<file path="config.mk">
export PLATFORM = sky130hd
export DESIGN_NAME = serial_subtractor_flat
export DESIGN_NICKNAME = d
export VERILOG_FILES = /design/src/rtl/serial_sub_pkg.sv /design/src/rtl/serial_subtractor_if.sv /design/src/rtl/full_subtractor_bit.sv /design/src/rtl/serial_subtractor.sv /design/src/flat_wrapper.sv
export SDC_FILE = /design/constraint.sdc
export NUM_CORES = 1
export LEC_CHECK = 0
export CAP_MARGIN = 20
export CELL_PAD_IN_SITES_DETAIL_PLACEMENT = 1
export CELL_PAD_IN_SITES_GLOBAL_PLACEMENT = 1
export CORE_UTILIZATION = 40
export DETAILED_ROUTE_END_ITERATION = 6
export GPL_TIMING_DRIVEN = 0
export PLACE_DENSITY_LB_ADDON = 0.08
export SLEW_MARGIN = 40
export SYNTH_ARGS = -nofsm -noshare
export SYNTH_HDL_FRONTEND = slang
export SYNTH_SLANG_ARGS = --single-unit
</file>
<file path="constraint.sdc">
create_clock -name clk -period 2.35 [get_ports clk]
set_clock_uncertainty 0.15 [all_clocks]
set_input_delay 0.47 -clock clk [delete_from_list [all_inputs] [get_ports clk]]
set_output_delay 0.47 -clock clk [all_outputs]
set_load 0.05 [all_outputs]
</file>
<file path="src/rtl/serial_sub_pkg.sv">
// Shared types and constants for the bit-serial subtractor.
// The state encoding lives here so the top and any future siblings agree on it.
package serial_sub_pkg;

  typedef enum logic [1:0] {
    IDLE = 2'd0,
    RUN  = 2'd1,
    DONE = 2'd2
  } state_t;

  localparam int DEFAULT_W = 8;

  // Bit counter width; W >= 2 guarantees at least one bit.
  function automatic int cnt_width(input int w);
    return $clog2(w);
  endfunction

endpackage

</file>
<file path="src/rtl/serial_subtractor_if.sv">
// Valid/ready operand and result bundle for serial_subtractor.
// master = producer/consumer side, slave = the subtractor.
interface serial_subtractor_if
  import serial_sub_pkg::*;
#(
  parameter int W = DEFAULT_W
);

  logic         in_valid;
  logic         in_ready;
  logic [W-1:0] a;
  logic [W-1:0] b;
  logic         bin;
  logic         out_valid;
  logic         out_ready;
  logic [W-1:0] diff;
  logic         bout;
  logic         busy;

  modport master (
    output in_valid, a, b, bin, out_ready,
    input  in_ready, out_valid, diff, bout, busy
  );

  modport slave (
    input  in_valid, a, b, bin, out_ready,
    output in_ready, out_valid, diff, bout, busy
  );

endinterface

</file>
<file path="src/rtl/full_subtractor_bit.sv">
// One-bit full subtractor: x - y - br -> d with borrow-out bo.
// Purely combinational; the serial datapath reuses it once per bit.
module full_subtractor_bit (
  input  logic x,
  input  logic y,
  input  logic br,
  output logic d,
  output logic bo
);

  assign d  = x ^ y ^ br;
  assign bo = (~x & y) | (~(x ^ y) & br);

endmodule

</file>
<file path="src/rtl/serial_subtractor.sv">
// Bit-serial W-bit subtractor, LSB first, one bit per clock, between a
// valid/ready producer and consumer. One operation in flight at a time.
module serial_subtractor
  import serial_sub_pkg::*;
#(
  parameter int W = DEFAULT_W
) (
  input  logic               clk,
  input  logic               rst_n,
  serial_subtractor_if.slave bus
);

  localparam int            CW       = cnt_width(W);
  localparam logic [CW-1:0] CNT_LAST = CW'(W - 1);

  state_t        state_reg;
  logic [W-1:0]  sa_reg;
  logic [W-1:0]  sb_reg;
  logic [W-1:0]  diff_reg;
  logic          br_reg;
  logic          bout_reg;
  logic [CW-1:0] cnt_reg;
  logic          in_ready_reg;
  logic          out_valid_reg;
  logic          busy_reg;

  logic cell_d;
  logic cell_bo;

  full_subtractor_bit u_bit (
    .x  (sa_reg[0]),
    .y  (sb_reg[0]),
    .br (br_reg),
    .d  (cell_d),
    .bo (cell_bo)
  );

  // Result bits are shifted into the top of sa as minuend bits leave the
  // bottom, so the minuend register doubles as the result shift register.
  always_ff @(posedge clk or negedge rst_n) begin
    if (!rst_n) begin
      state_reg     <= IDLE;
      sa_reg        <= '0;
      sb_reg        <= '0;
      diff_reg      <= '0;
      br_reg        <= 1'b0;
      bout_reg      <= 1'b0;
      cnt_reg       <= '0;
      in_ready_reg  <= 1'b1;
      out_valid_reg <= 1'b0;
      busy_reg      <= 1'b0;
    end else begin
      case (state_reg)
        IDLE: begin
          if (bus.in_valid && in_ready_reg) begin
            sa_reg       <= bus.a;
            sb_reg       <= bus.b;
            br_reg       <= bus.bin;
            cnt_reg      <= '0;
            state_reg    <= RUN;
            in_ready_reg <= 1'b0;
            busy_reg     <= 1'b1;
          end
        end
        RUN: begin
          sa_reg  <= {cell_d, sa_reg[W-1:1]};
          sb_reg  <= {1'b0, sb_reg[W-1:1]};
          br_reg  <= cell_bo;
          cnt_reg <= cnt_reg + 1'b1;
          if (cnt_reg == CNT_LAST) begin
            state_reg     <= DONE;
            diff_reg      <= {cell_d, sa_reg[W-1:1]};
            bout_reg      <= cell_bo;
            out_valid_reg <= 1'b1;
          end
        end
        DONE: begin
          if (out_valid_reg && bus.out_ready) begin
            state_reg     <= IDLE;
            out_valid_reg <= 1'b0;
            in_ready_reg  <= 1'b1;
            busy_reg      <= 1'b0;
          end
        end
        default: begin
          state_reg     <= IDLE;
          in_ready_reg  <= 1'b1;
          out_valid_reg <= 1'b0;
          busy_reg      <= 1'b0;
        end
      endcase
    end
  end

  assign bus.in_ready  = in_ready_reg;
  assign bus.out_valid = out_valid_reg;
  assign bus.diff      = diff_reg;
  assign bus.bout      = bout_reg;
  assign bus.busy      = busy_reg;

endmodule
</file>
<file path="src/flat_wrapper.sv">
// flat-port wrapper written by rule: the top's interface ports become plain ports
module serial_subtractor_flat import serial_sub_pkg::*;
#(
  parameter int W = DEFAULT_W
)
  (clk, rst_n, bus_in_valid, bus_a, bus_b, bus_bin, bus_out_ready, bus_in_ready, bus_out_valid, bus_diff, bus_bout, bus_busy);
  serial_subtractor_if #(.W(W)) bus_i ();
  input  logic clk;
  input  logic rst_n;
  input wire logic [$bits(bus_i.in_valid)-1:0] bus_in_valid;
  input wire logic [$bits(bus_i.a)-1:0] bus_a;
  input wire logic [$bits(bus_i.b)-1:0] bus_b;
  input wire logic [$bits(bus_i.bin)-1:0] bus_bin;
  input wire logic [$bits(bus_i.out_ready)-1:0] bus_out_ready;
  output wire logic [$bits(bus_i.in_ready)-1:0] bus_in_ready;
  output wire logic [$bits(bus_i.out_valid)-1:0] bus_out_valid;
  output wire logic [$bits(bus_i.diff)-1:0] bus_diff;
  output wire logic [$bits(bus_i.bout)-1:0] bus_bout;
  output wire logic [$bits(bus_i.busy)-1:0] bus_busy;
  assign bus_i.in_valid = bus_in_valid;
  assign bus_i.a = bus_a;
  assign bus_i.b = bus_b;
  assign bus_i.bin = bus_bin;
  assign bus_i.out_ready = bus_out_ready;
  assign bus_in_ready = bus_i.in_ready;
  assign bus_out_valid = bus_i.out_valid;
  assign bus_diff = bus_i.diff;
  assign bus_bout = bus_i.bout;
  assign bus_busy = bus_i.busy;
  serial_subtractor #(.W(W)) u_core (.clk(clk), .rst_n(rst_n), .bus(bus_i));
endmodule
</file>
## After elaboration in Yosys (flattened, before gate mapping)

Cells that the tools add are included.

| storage, ports and cells | value |
|---|---|
| flip-flop bits (word level) | 34 |
| input bits | 21 |
| output and inout bits | 12 |
| word-level logic and storage cells | 55 |

| cells by class | value |
|---|---|
| $add $sub $neg | 1 |
| equal/unequal tests | 6 |
| multiplexer cells | 20 |
| bitwise gates (word level) | 9 |
| reduce and logical (&&, ||, !) cells | 9 |

Operators by type and width:

| kind | number |
|---|---|
| $pmux W8 S2 | 2 |
| $mux W8 | 2 |
| $pmux W1 S3 | 3 |
| $reduce_and A3 Y1 | 3 |
| $mux W1 | 6 |
| $mux W2 | 3 |
| $ne A2 B1 Y1 const B | 3 |
| $pmux W2 S3 | 1 |
| $pmux W3 S2 | 1 |
| $not A1 Y1 | 4 |
| $reduce_and A2 Y1 | 2 |
| $add A3 B1 Y3 const B | 1 |
| $eq A3 B3 Y1 const B | 1 |
| $mux W3 | 1 |
| $and A1 B1 Y1 | 2 |
| $eq A2 B1 Y1 const B | 1 |
| $eq A2 B2 Y1 const B | 1 |
| $logic_and A1 B1 Y1 | 2 |
| $logic_not A2 Y1 | 1 |
| $pmux W1 S2 | 1 |
| $reduce_bool A2 Y1 | 1 |
| $xor A1 B1 Y1 | 2 |
| $or A1 B1 Y1 | 1 |

## Depth between registers and ports, before layout

Gate-level depths: netlist (run 1).

| logic depth | value |
|---|---|
| depth in word-level cells | 5 |
| mapped depth | 6 |
| gate-level depth less buffers | 5 |

## Cells and area by module

Synthesis (run 1) repeated with hierarchy kept, for this count alone.

| unflattened totals | value |
|---|---|
| cells, all modules | 132 |
| area total of the unflattened synthesis | 1,585.3 um2 |

By module, submodules not included:

| module | instances | cells an instance | area each (um2) | sequential area each (um2) |
|---|---|---|---|---|
| serial_subtractor | 1 | 128 | 1,554.0 | 852.1 |
| full_subtractor_bit | 1 | 4 | 31.3 | 0.0 |

## Worst setup path after synthesis (run 1)

No wires, ideal clock.

| timing path | value |
|---|---|
| path type | register to register |
| from | reg u_core.in_ready_reg (netlist: u_core.bus.in_ready) |
| to | reg u_core.cnt_reg[1] |
| library setup time | 121 ps |
| data arrival time | 1,397 ps |
| data required time | 2,079 ps |
| setup slack | 682 ps |
| stages on the path, launching flop included | 5 |
| path buffers | 1 |
| period minus slack after synthesis | 1,668 ps |
| cell sequence | dfstp_2 > a21oi_4 > or2_1 > buf_6 > a22o_1 |

| on the way | value |
|---|---|
| cells in the longest elaborated chain, start to end | 3 |

Ends and longest elaborated chain:

| element | RTL line | RTL |
|---|---|---|
| start: declaration | serial_subtractor.sv:23 | `logic in_ready_reg;` |
| start signal: assignment | serial_subtractor.sv:49 | `in_ready_reg <= 1'b1;` |
| start signal: assignment | serial_subtractor.sv:61 | `in_ready_reg <= 1'b0;` |
| start signal: assignment | serial_subtractor.sv:81 | `in_ready_reg <= 1'b1;` |
| $logic_and A1 B1 Y1 | serial_subtractor.sv:55 | `if (bus.in_valid && in_ready_reg) begin` |
| $ne A2 B1 Y1 (no source line) | n/a |  |
| $reduce_and A2 Y1 (no source line) | n/a |  |
| end signal: assignment | serial_subtractor.sv:69 | `cnt_reg <= cnt_reg + 1'b1;` |
| end: declaration | serial_subtractor.sv:22 | `logic [CW-1:0] cnt_reg;` |

No other way between the ends.
A chain may end at the register's enable or synchronous reset.

## Worst setup path after layout (run 1)

| timing path | value |
|---|---|
| from | reg u_core.in_ready_reg (netlist: u_core.bus.in_ready) |
| to | out bus_in_ready |

RTL lines:

| element | RTL line | RTL |
|---|---|---|
| end: declaration | flat_wrapper.sv:15 | `output wire logic [$bits(bus_i.in_ready)-1:0] bus_in_ready;` |

No word-level cell between the ends.

==> run summary, run 1 <==
status - completed
first-pass GRT wire length - 6.09 mm
Area Overhead vs Synth - 32.6%
met3 Track Usage GR - 0.0573
Netlist cell types - 27
synthesized area - 1600 sq um
CTS tree - yes
Worst-path clk slew - 0.07 ns
area of the die - 4260 sq um
Resized cells post-CTS - 0
CP Buf/Inv Count - 1
Slew Limit Fails - 0
initial DRC count - 41
VDD IR max - 0.000593 V
Port Buf Inserts - 32
Worst Hold Class - flop to flop
syn avg cell area - 11.9 sq um
initial antenna violation count - 0
Post-Route WL - 3.47 mm
DRC Markers - 0
Clock Tree Buf Depth - 2
Post-synth top flop - dfrtp_1
Worst slew margin - 0.670
initial core utilization - 0.428
Setup TNS - 0 ns
H-tree levels - 2
cell count after placement - 216
largest net degree at the start of global routing - 19
Post-Syn Instances - 135
final cell count without fillers - 225
crit start category - flop
slowest CP cell - clkdlybuf4s50_1
Sinks on Clock Net - 34
Max Clk Rate - 434 MHz
Yosys reg bits - 34
syn nets - 159
# Post-CTS Setup Buffers - 0
Worst Path Arrival - 1.69 ns
Post-DRT Antenna Nets - 0
Final setup viols - 0
vias per cell - 5.15
total number of vias - 1159
wire length per cell - 15.4 um
critical path's largest stage delay - 0.81 ns
P_leak - 0.000900 uW
top fanout value on the critical path - 5
post-synthesis sequential area ratio - 0.532
Slew @ Worst Pin - 0.494 ns
WS Path Type - flop to primary output
CP top delay family - buffers and inverters
unrepaired setup endpoints after global routing - false
# diodes - 0
fin crit share - 0.982
GP Congestion - 0.727
Tot Pwr - 2400 uW
Post-synth EDFFs - 0
gr usage total - 0.198
crit path cell chain - clkdlybuf4s50_1
vias in the first global route - 1233
number of core rows - 22
area occupied by multi-input gates - 637 sq um
core area - 3740 sq um
Fillers - 419
CTS root buf - clkbuf_8
met1 usage - 0.251
ys async rst share - 1.00
layout net count - 200
Worst EP required - 1.73 ns
Die W - 65.3 um
DR pass1 iterations - 4
io pins - 33
final core occ - 0.568
share of cells above drive strength 1 - 0.175
maxcap violations - 0
Hold Buf Count CTS - 1
Syn. warnings - 0
hpwl dp - 2.51 mm
CP endpoint kind - primary output
Final Critical Period - 2.31 ns
Hold Vio Cnt, Final - 0
pwr dens - 1130 nW/um^2
later-pin clock latency in the skew report - 0.29 ns
M2 GR Usage - 0.314
global route hottest layer - met2
Sequential Area - 852 sq um
TritonCTS Buffers - 5
total global routing overflow - 0
Die Y-Extent - 65.3 um
[worst paths after layout]
path	startpoint	to	slack [ns]	cells after the start
worst max-delay path	u_core.bus.in_ready	bus_in_ready	0.04	1
worst min-delay path	u_core.cnt_reg[0]	u_core.cnt_reg[0]	0.34	1
worst max register to register	u_core.cnt_reg[0]	u_core.bus.diff[0]	0.59	5
worst min register to register	u_core.cnt_reg[0]	u_core.cnt_reg[0]	0.34	1
max in group asynchronous	rst_n	u_core.bus.in_ready	1.02	3
min in group asynchronous	rst_n	u_core.bus.diff[6]	0.51	2
[routing by layer]
metal | share of wire | vias up
met5 | 0 | -
met4 | 0.019 | 0
met3 | 0.045 | 7
met2 | 0.49 | 24
met1 | 0.45 | 574
li1 | - | 554
[synth_stat cells, drive strengths merged, types with 2 or more instances]
master  number  area [sq um]
nand2        5          18.8
a21oi        7          46.3
mux2         8          90.1
buf          6          80.1
nor2         4          15.0
inv          6          22.5
dfrtp       33           826
ha           2          25.0
o21ai       34           181
mux2i       16           160
clkbuf       3          11.3
a22o         2          17.5
[stage by stage]
| stage | setup slack, ns | hold WS, ns | cell area (sq um) |
|---|---|---|---|
| after global routing | 0.000665 | 0.369 | 2130 |
| final | 0.0435 | 0.344 | 2130 |
| after global placement | -0.0645 | 0.315 | 1980 |
| after detailed placement | 0.229 | 0.298 | 2010 |
| after floorplan | 0.682 | 0.0244 | 1600 |
| after CTS | 0.0234 | 0.353 | 2130 |
[where the power goes]
| part | switching [uW] | internal [uW] | total, uW |
|---|---|---|---|
| Combinational | 540 | 423 | 963 |
| Sequential | 133 | 804 | 937 |
| Clock | 206 | 296 | 502 |
[final cells by class]
class | instances | area share
well taps | 48 | 0.0283
repair buffers | 34 | 0.166
multi-input cells | 86 | 0.300
flip-flops and latches | 34 | 0.401
inverters | 6 | 0.0106
clock buffers | 8 | 0.0518
plain buffers | 9 | 0.0430
[cell families after synthesis]
family          count (synthesis)  synth area share
buf+inv                        15            0.0710
compound gates                 45             0.165
simple gates                   14            0.0484
flops                          34             0.532
mux                            24             0.156
fa+ha+maj                       3            0.0281
[cell usage in the layout, fill, tap and decap left out, types with 3 or more instances in the layout]
cell and n:
nand2_1 5, dfrtp_1 33, clkbuf_1 3, o21ai_0 24, clkbuf_8 8, clkdlybuf4s50_1 31, a21oi_1 6, o21ai_2 3
o21ai_1 7, mux2_2 8, nor2_1 4, mux2i_1 16, inv_1 6
Note: power is estimated with default switching activity, not from simulation.
==> run 2: changes to the inputs <==
Settings changed: HOLD_SLACK_MARGIN set to 0.03.
==> results of run 2 <==
No change in the layout: final DEF, timing and power equal those of run 1.
